<file path="src/rtl/rdid_sequencer.sv">
// rdid_sequencer: turns a debounced button press or a start strobe into one
// get_rdid request. It then tracks the SPI master's chip_select with a timeout,
// captures the returned ID bytes, and reports sticky valid/match/timeout flags.
//
// state        | meaning
// -------------+-----------------------------------------------------------
// S_IDLE       | waiting for a request (button edge or start)
// S_REQUEST    | one cycle; get_rdid high, flags cleared
// S_WAIT_LO    | waiting for chip_select to fall (timed)
// S_WAIT_HI    | transaction in flight, waiting for chip_select to rise (timed)
// S_CAPTURE    | one cycle; ID bytes latched and compared on exit
// S_TIMEOUT    | one cycle; timeout_err set on exit
module rdid_sequencer #(
   parameter logic [15:0] DEBOUNCE_CYCLES = 16'd50000,
   parameter logic [15:0] TIMEOUT_CYCLES  = 16'd1000,
   parameter logic [7:0]  EXP_MAN_ID      = 8'h20,
   parameter logic [7:0]  EXP_MEM_TYPE    = 8'h20,
   parameter logic [7:0]  EXP_MEM_CAP     = 8'h15
) (
   input  logic        clk,
   input  logic        rst_n,
   input  logic        btn,
   input  logic        start,
   input  logic        chip_select,
   input  logic [7:0]  man_id,
   input  logic [7:0]  mem_type,
   input  logic [7:0]  mem_cap,
   output logic        get_rdid,
   output logic        busy,
   output logic        done,
   output logic        id_valid,
   output logic        id_match,
   output logic        timeout_err,
   output logic [23:0] id_bytes
);

   typedef enum logic [2:0] {
      S_IDLE    = 3'd0,
      S_REQUEST = 3'd1,
      S_WAIT_LO = 3'd2,
      S_WAIT_HI = 3'd3,
      S_CAPTURE = 3'd4,
      S_TIMEOUT = 3'd5
   } state_t;

   state_t      r_state;
   logic        r_sync1;
   logic        r_sync2;
   logic        r_db_lvl;
   logic        r_db_prev;
   logic [15:0] r_db_cnt;
   logic [15:0] r_to_cnt;

   logic        w_req;
   logic [15:0] w_to_next;
   logic        w_to_hit;
   logic        w_id_ok;

   // Synchronize the button and debounce it. The stability counter runs only
   // while the synchronized value disagrees with the accepted level; any
   // sample that agrees again (a bounce back) restarts the count.
   always_ff @(posedge clk or negedge rst_n) begin
      if (!rst_n) begin
         r_sync1   <= 1'b0;
         r_sync2   <= 1'b0;
         r_db_lvl  <= 1'b0;
         r_db_prev <= 1'b0;
         r_db_cnt  <= 16'd0;
      end else begin
         r_sync1   <= btn;
         r_sync2   <= r_sync1;
         r_db_prev <= r_db_lvl;
         if (r_sync2 == r_db_lvl) begin
            r_db_cnt <= 16'd0;
         end else if (r_db_cnt == DEBOUNCE_CYCLES - 16'd1) begin
            r_db_lvl <= r_sync2;
            r_db_cnt <= 16'd0;
         end else begin
            r_db_cnt <= r_db_cnt + 16'd1;
         end
      end
   end

   assign w_req     = (r_db_lvl & ~r_db_prev) | start;
   assign w_to_next = (r_to_cnt == 16'hFFFF) ? r_to_cnt : r_to_cnt + 16'd1;
   assign w_to_hit  = (w_to_next == TIMEOUT_CYCLES);
   assign w_id_ok   = (man_id == EXP_MAN_ID) && (mem_type == EXP_MEM_TYPE) &&
                      (mem_cap == EXP_MEM_CAP);

   // Request/response FSM with registered outputs and the wait-state timer.
   always_ff @(posedge clk or negedge rst_n) begin
      if (!rst_n) begin
         r_state     <= S_IDLE;
         r_to_cnt    <= 16'd0;
         get_rdid    <= 1'b0;
         busy        <= 1'b0;
         done        <= 1'b0;
         id_valid    <= 1'b0;
         id_match    <= 1'b0;
         timeout_err <= 1'b0;
         id_bytes    <= 24'h0;
      end else begin
         get_rdid <= 1'b0;
         done     <= 1'b0;
         case (r_state)
            S_IDLE: begin
               busy <= 1'b0;
               if (w_req) begin
                  r_state     <= S_REQUEST;
                  get_rdid    <= 1'b1;
                  busy        <= 1'b1;
                  id_valid    <= 1'b0;
                  id_match    <= 1'b0;
                  timeout_err <= 1'b0;
                  r_to_cnt    <= 16'd0;
               end
            end
            S_REQUEST: begin
               r_state  <= S_WAIT_LO;
               r_to_cnt <= 16'd0;
            end
            S_WAIT_LO: begin
               if (!chip_select) begin
                  r_state  <= S_WAIT_HI;
                  r_to_cnt <= 16'd0;
               end else if (w_to_hit) begin
                  r_state <= S_TIMEOUT;
               end else begin
                  r_to_cnt <= w_to_next;
               end
            end
            S_WAIT_HI: begin
               if (chip_select) begin
                  r_state <= S_CAPTURE;
               end else if (w_to_hit) begin
                  r_state <= S_TIMEOUT;
               end else begin
                  r_to_cnt <= w_to_next;
               end
            end
            S_CAPTURE: begin
               r_state  <= S_IDLE;
               id_bytes <= {man_id, mem_type, mem_cap};
               id_valid <= 1'b1;
               id_match <= w_id_ok;
               done     <= 1'b1;
               busy     <= 1'b0;
            end
            S_TIMEOUT: begin
               r_state     <= S_IDLE;
               timeout_err <= 1'b1;
               busy        <= 1'b0;
            end
            default: begin
               r_state <= S_IDLE;
               busy    <= 1'b0;
            end
         endcase
      end
   end

endmodule
</file>
<file path="config.mk">
export PLATFORM = sky130hd
export DESIGN_NAME = rdid_sequencer
export DESIGN_NICKNAME = d
export VERILOG_FILES = /design/src/rtl/rdid_sequencer.sv
export SDC_FILE = /design/constraint.sdc
export NUM_CORES = 1
export LEC_CHECK = 0
export ABC_AREA = 1
export CORE_ASPECT_RATIO = 1.25
export CORE_UTILIZATION = 48
export DETAILED_ROUTE_END_ITERATION = 10
export PLACE_DENSITY = 0.76
export SYNTH_ARGS = -nofsm -noshare
export SYNTH_HDL_FRONTEND = slang
export SYNTH_SLANG_ARGS = --single-unit
</file>
<file path="constraint.sdc">
create_clock -name clk -period 2.3 [get_ports clk]
set_clock_uncertainty 0.15 [all_clocks]
set_input_delay 0.345 -clock clk [delete_from_list [all_inputs] [get_ports clk]]
set_output_delay 0.345 -clock clk [all_outputs]
set_load 0.02 [all_outputs]
</file>
==> results.cfg, run 1 <==
[outcome]
status = finished clean

[critical_path]
start_kind = flop
crit_family = simple AND/OR/NAND/NOR gates
worst_ep_arrival_time_ns = 2.29
slowest_stage = dfrtp_1
r2r_cells = 10
required_ns = 2.40
worstSetupPathType = flop to flop
worstSetupEndpointType = flop
worstPathCellList = ha_2 -> buf_4 -> buf_4 -> xor2_1 -> nor3_1 -> nand3_1 -> nor2_4 -> buf_6 -> nand3_1 -> a21oi_1
cp.buffers_inverters = 3
cp.depth = 10
crit_fanout = 4
slowest_delay_ns = 0.39

[final_layout]
final_nets = 583
area_growth_pct = 30.91
design_area_mm2 = 0.004695
multi_input_comb_area_mm2 = 0.001628
regArea_mm2 = 0.001730
fill_cells = 576
diodes = 0
drive_above_1_share_pct = 12.95

[grt]
grt_start_max_net_pins = 70
grt_overflow = 0
grt_pass1_wl_um = 14440
grt_pass1_vias = 3224
grt.total_usage_pct = 23.81
antenna_found_initial = 0

[place]
post_dp_cell_area_mm2 = 0.004364
dp_slack_ns = -0.02269
gp_congestion = 0.9692
port_buffers = 58
post-dp-hpwl_um = 6289

[synthesis]
synthesis.nets = 501
synth_area_mm2 = 0.003586
netlist_instances = 470
yosysUniqueCellTypes = 30
seq_area_frac_synth_pct = 48.15
yosysWarnings = 0
synth-seq-cells = 69
syn_avg_cell_area_um2 = 7.630

[timing]
drv_slew = 0
setup_viol = 0
fin_ws_ns = 0.1155
fmax_mhz = 457.8
slew_headroom_pct = 69.84
hold_violations = 0
fin_crit_sh_pct = 94.98
worst_slew_pin_slew_ns = 0.4474
min_period_ns = 2.185

[floorplanning]
dieArea_mm2 = 0.007823
initial_utilization_pct = 50.48
core_mm2 = 0.007104
die_y_um = 98.64
rows = 34
dieWidth_um = 79.31
pin_count = 59

[route]
wl_per_cell_um = 13.48
drt-total-wl_um = 8710
ant_nets = 0
first_pass_iters = 4
vias = 3397
drtIter0Drc = 230
vias_per_cell = 5.259
drc_errors = 0

[power]
ir_drop_v = 0.0005367
leakage_nw = 2.139
power_density_mw_per_mm2 = 921.5

[clock_tree]
cts.htree.levels = 3
cts_tree = done
cts_sinks = 69
path_clk_slew_ns = 0.07
insertion_delay_ns = 0.34
clk_path_buf_depth = 2
numCtsBuffers = 9
root_buffer = clkbuf_8

[min_path]
hp-class = flop to flop
hold_depth = 0

[job]
max-cap-violations = 0
kinds of logic after synthesis:
group                      share of synthesized area, %
AOI/OAI and AO/OA                                 7.711
xor gates and xnor gates                          2.198
adders and majority gates                        0.6977
buffers and inverters                             8.723
DFF                                               48.15
muxes                                            0.3140
and+or+nand+nor                                   32.21
cell usage in the layout, fill, tap and decap left out, types with 2 or more instances in the layout:
cell	synthesis	final
nand2_1	115	111
dfrtp_1	69	66
inv_1	65	64
clkdlybuf4s50_1	0	57
nor2_1	58	53
nand3_1	39	38
o21ai_0	27	27
buf_4	0	19
nand4_1	16	16
nor3_1	13	11
clkbuf_8	0	11
nor2_2	3	7
a21oi_1	7	7
o21ai_1	8	7
xor2_1	6	6
nand2_2	5	6
nor2_4	4	5
nor3b_1	4	4
o22ai_1	4	4
xnor2_1	3	3
inv_2	3	3
dfrtp_2	0	3
nor3_2	0	2
nor4_1	2	2
clkinv_1	2	2
nand2_8	0	2
clkinv_2	0	2
where the power goes:
group / internal, mW / switching (mW) / total (mW)
Sequential: 1.50 / 0.156 / 1.66
Clock: 0.551 / 0.455 / 1.01
Combinational: 0.735 / 0.925 / 1.66
Total: 2.79 / 1.54 / 4.33
state kept, by name, summed over array words and instances (netlist names):
signal       cells
r_state          3
r_to_cnt        16
id_match         1
timeout_err      1
r_db_prev        1
r_sync1          1
r_sync2          1
r_db_cnt        16
r_db_lvl         1
id_valid         1
get_rdid         1
id_bytes        24
done             1
busy             1
worst reg2reg max path, stage by stage, from the launching register on:
cell,delay (ns)
dfrtp_1,0.39
ha_2,0.21
buf_4,0.14
buf_4,0.14
xor2_1,0.17
nor3_1,0.19
nand3_1,0.14
nor2_4,0.20
buf_6,0.14
nand3_1,0.09
a21oi_1,0.16
final cells by class:
| type | count | area share, % |
|---|---|---|
| Sequential cell | 69 | 36.86 |
| Clock buffer | 11 | 3.225 |
| Clock inverter | 4 | 1.013 |
| Inverter | 70 | 5.650 |
| Tap cell | 90 | 2.399 |
| Timing Repair Buffer | 80 | 16.18 |
| Multi-Input combinational cell | 322 | 34.67 |
metal layers:
metal	part of all wire (%)	global-route usage, %
met3	5.4	4.722
met5	0	0
met4	3.6	11.19
met1	42	29.29
met2	49	39.85
cell usage after synthesis:
cell type / instances / area [um2]
nand3b_1: 1 / 7.510
mux2_2: 1 / 11.26
clkinv_1: 2 / 7.510
nand2_2: 5 / 31.28
nor4_1: 2 / 12.51
o21ai_1: 8 / 40.04
a31oi_1: 1 / 6.260
o41ai_1: 1 / 8.760
buf_6: 2 / 22.52
o21ai_0: 27 / 135.1
clkbuf_1: 6 / 22.52
nor3b_1: 4 / 30.03
nand3_1: 39 / 195.2
nor2_4: 4 / 45.04
o41ai_2: 1 / 16.27
dfrtp_1: 69 / 1727
xnor2_1: 3 / 26.28
xor2_1: 6 / 52.55
a21oi_1: 7 / 35.03
nand2_1: 115 / 431.7
nor3_1: 13 / 65.06
a32o_1: 1 / 10.01
o22ai_1: 4 / 25.02
buf_2: 1 / 5.000
ha_1: 2 / 25.02
inv_1: 65 / 244.0
nor2_2: 3 / 18.77
nand4_1: 16 / 100.1
inv_2: 3 / 11.26
nor2_1: 58 / 217.7
path summary, 6_finish.rpt:
check | from | end | slack [ns]
min | r_sync1 | r_sync2 | 0.21
max in group asynchronous | rst_n | r_to_cnt[3] | 1.28
min in group asynchronous | rst_n | id_bytes[16] | 0.38
max | r_to_cnt[1] | r_state[0] | 0.12
min reg2reg | r_sync1 | r_sync2 | 0.21
max reg2reg | r_to_cnt[1] | r_state[0] | 0.12
through the flow:
step                      util, %  std cells   TNS, ns  hold WS [ns]  total power [mW]
after floorplan                 -        470         0       -0.1006             2.519
after global placement      61.43        626  -0.04539        0.1855             3.304
after detailed placement    61.43        626  -0.03382        0.1964             3.339
after CTS                   64.51        642         0        0.2141             4.353
after global routing        66.08        646   -0.1549        0.2150             4.586
final                       66.08        646         0        0.2126             4.326
timing repair:
item                       in CTS  in global routing
setup endpoints to repair       3                 17
hold endpoints to repair       69                  0
gates resized for setup         2                 24
hold buffers                    1                  0
buffers inserted                0                  4
pin swaps                       0                  8
No activity file was read; power rests on OpenSTA's default activity.
==> run 2: changes to the inputs <==
--- a/config.mk
+++ b/config.mk
@@ -10,6 +10,7 @@
 export CORE_UTILIZATION = 48
 export DETAILED_ROUTE_END_ITERATION = 10
 export PLACE_DENSITY = 0.76
+export SLEW_MARGIN = 20
 export SYNTH_ARGS = -nofsm -noshare
 export SYNTH_HDL_FRONTEND = slang
 export SYNTH_SLANG_ARGS = --single-unit
==> results of run 2 <==
Same layout as run 1: the final DEF is identical, and so are final timing and power.
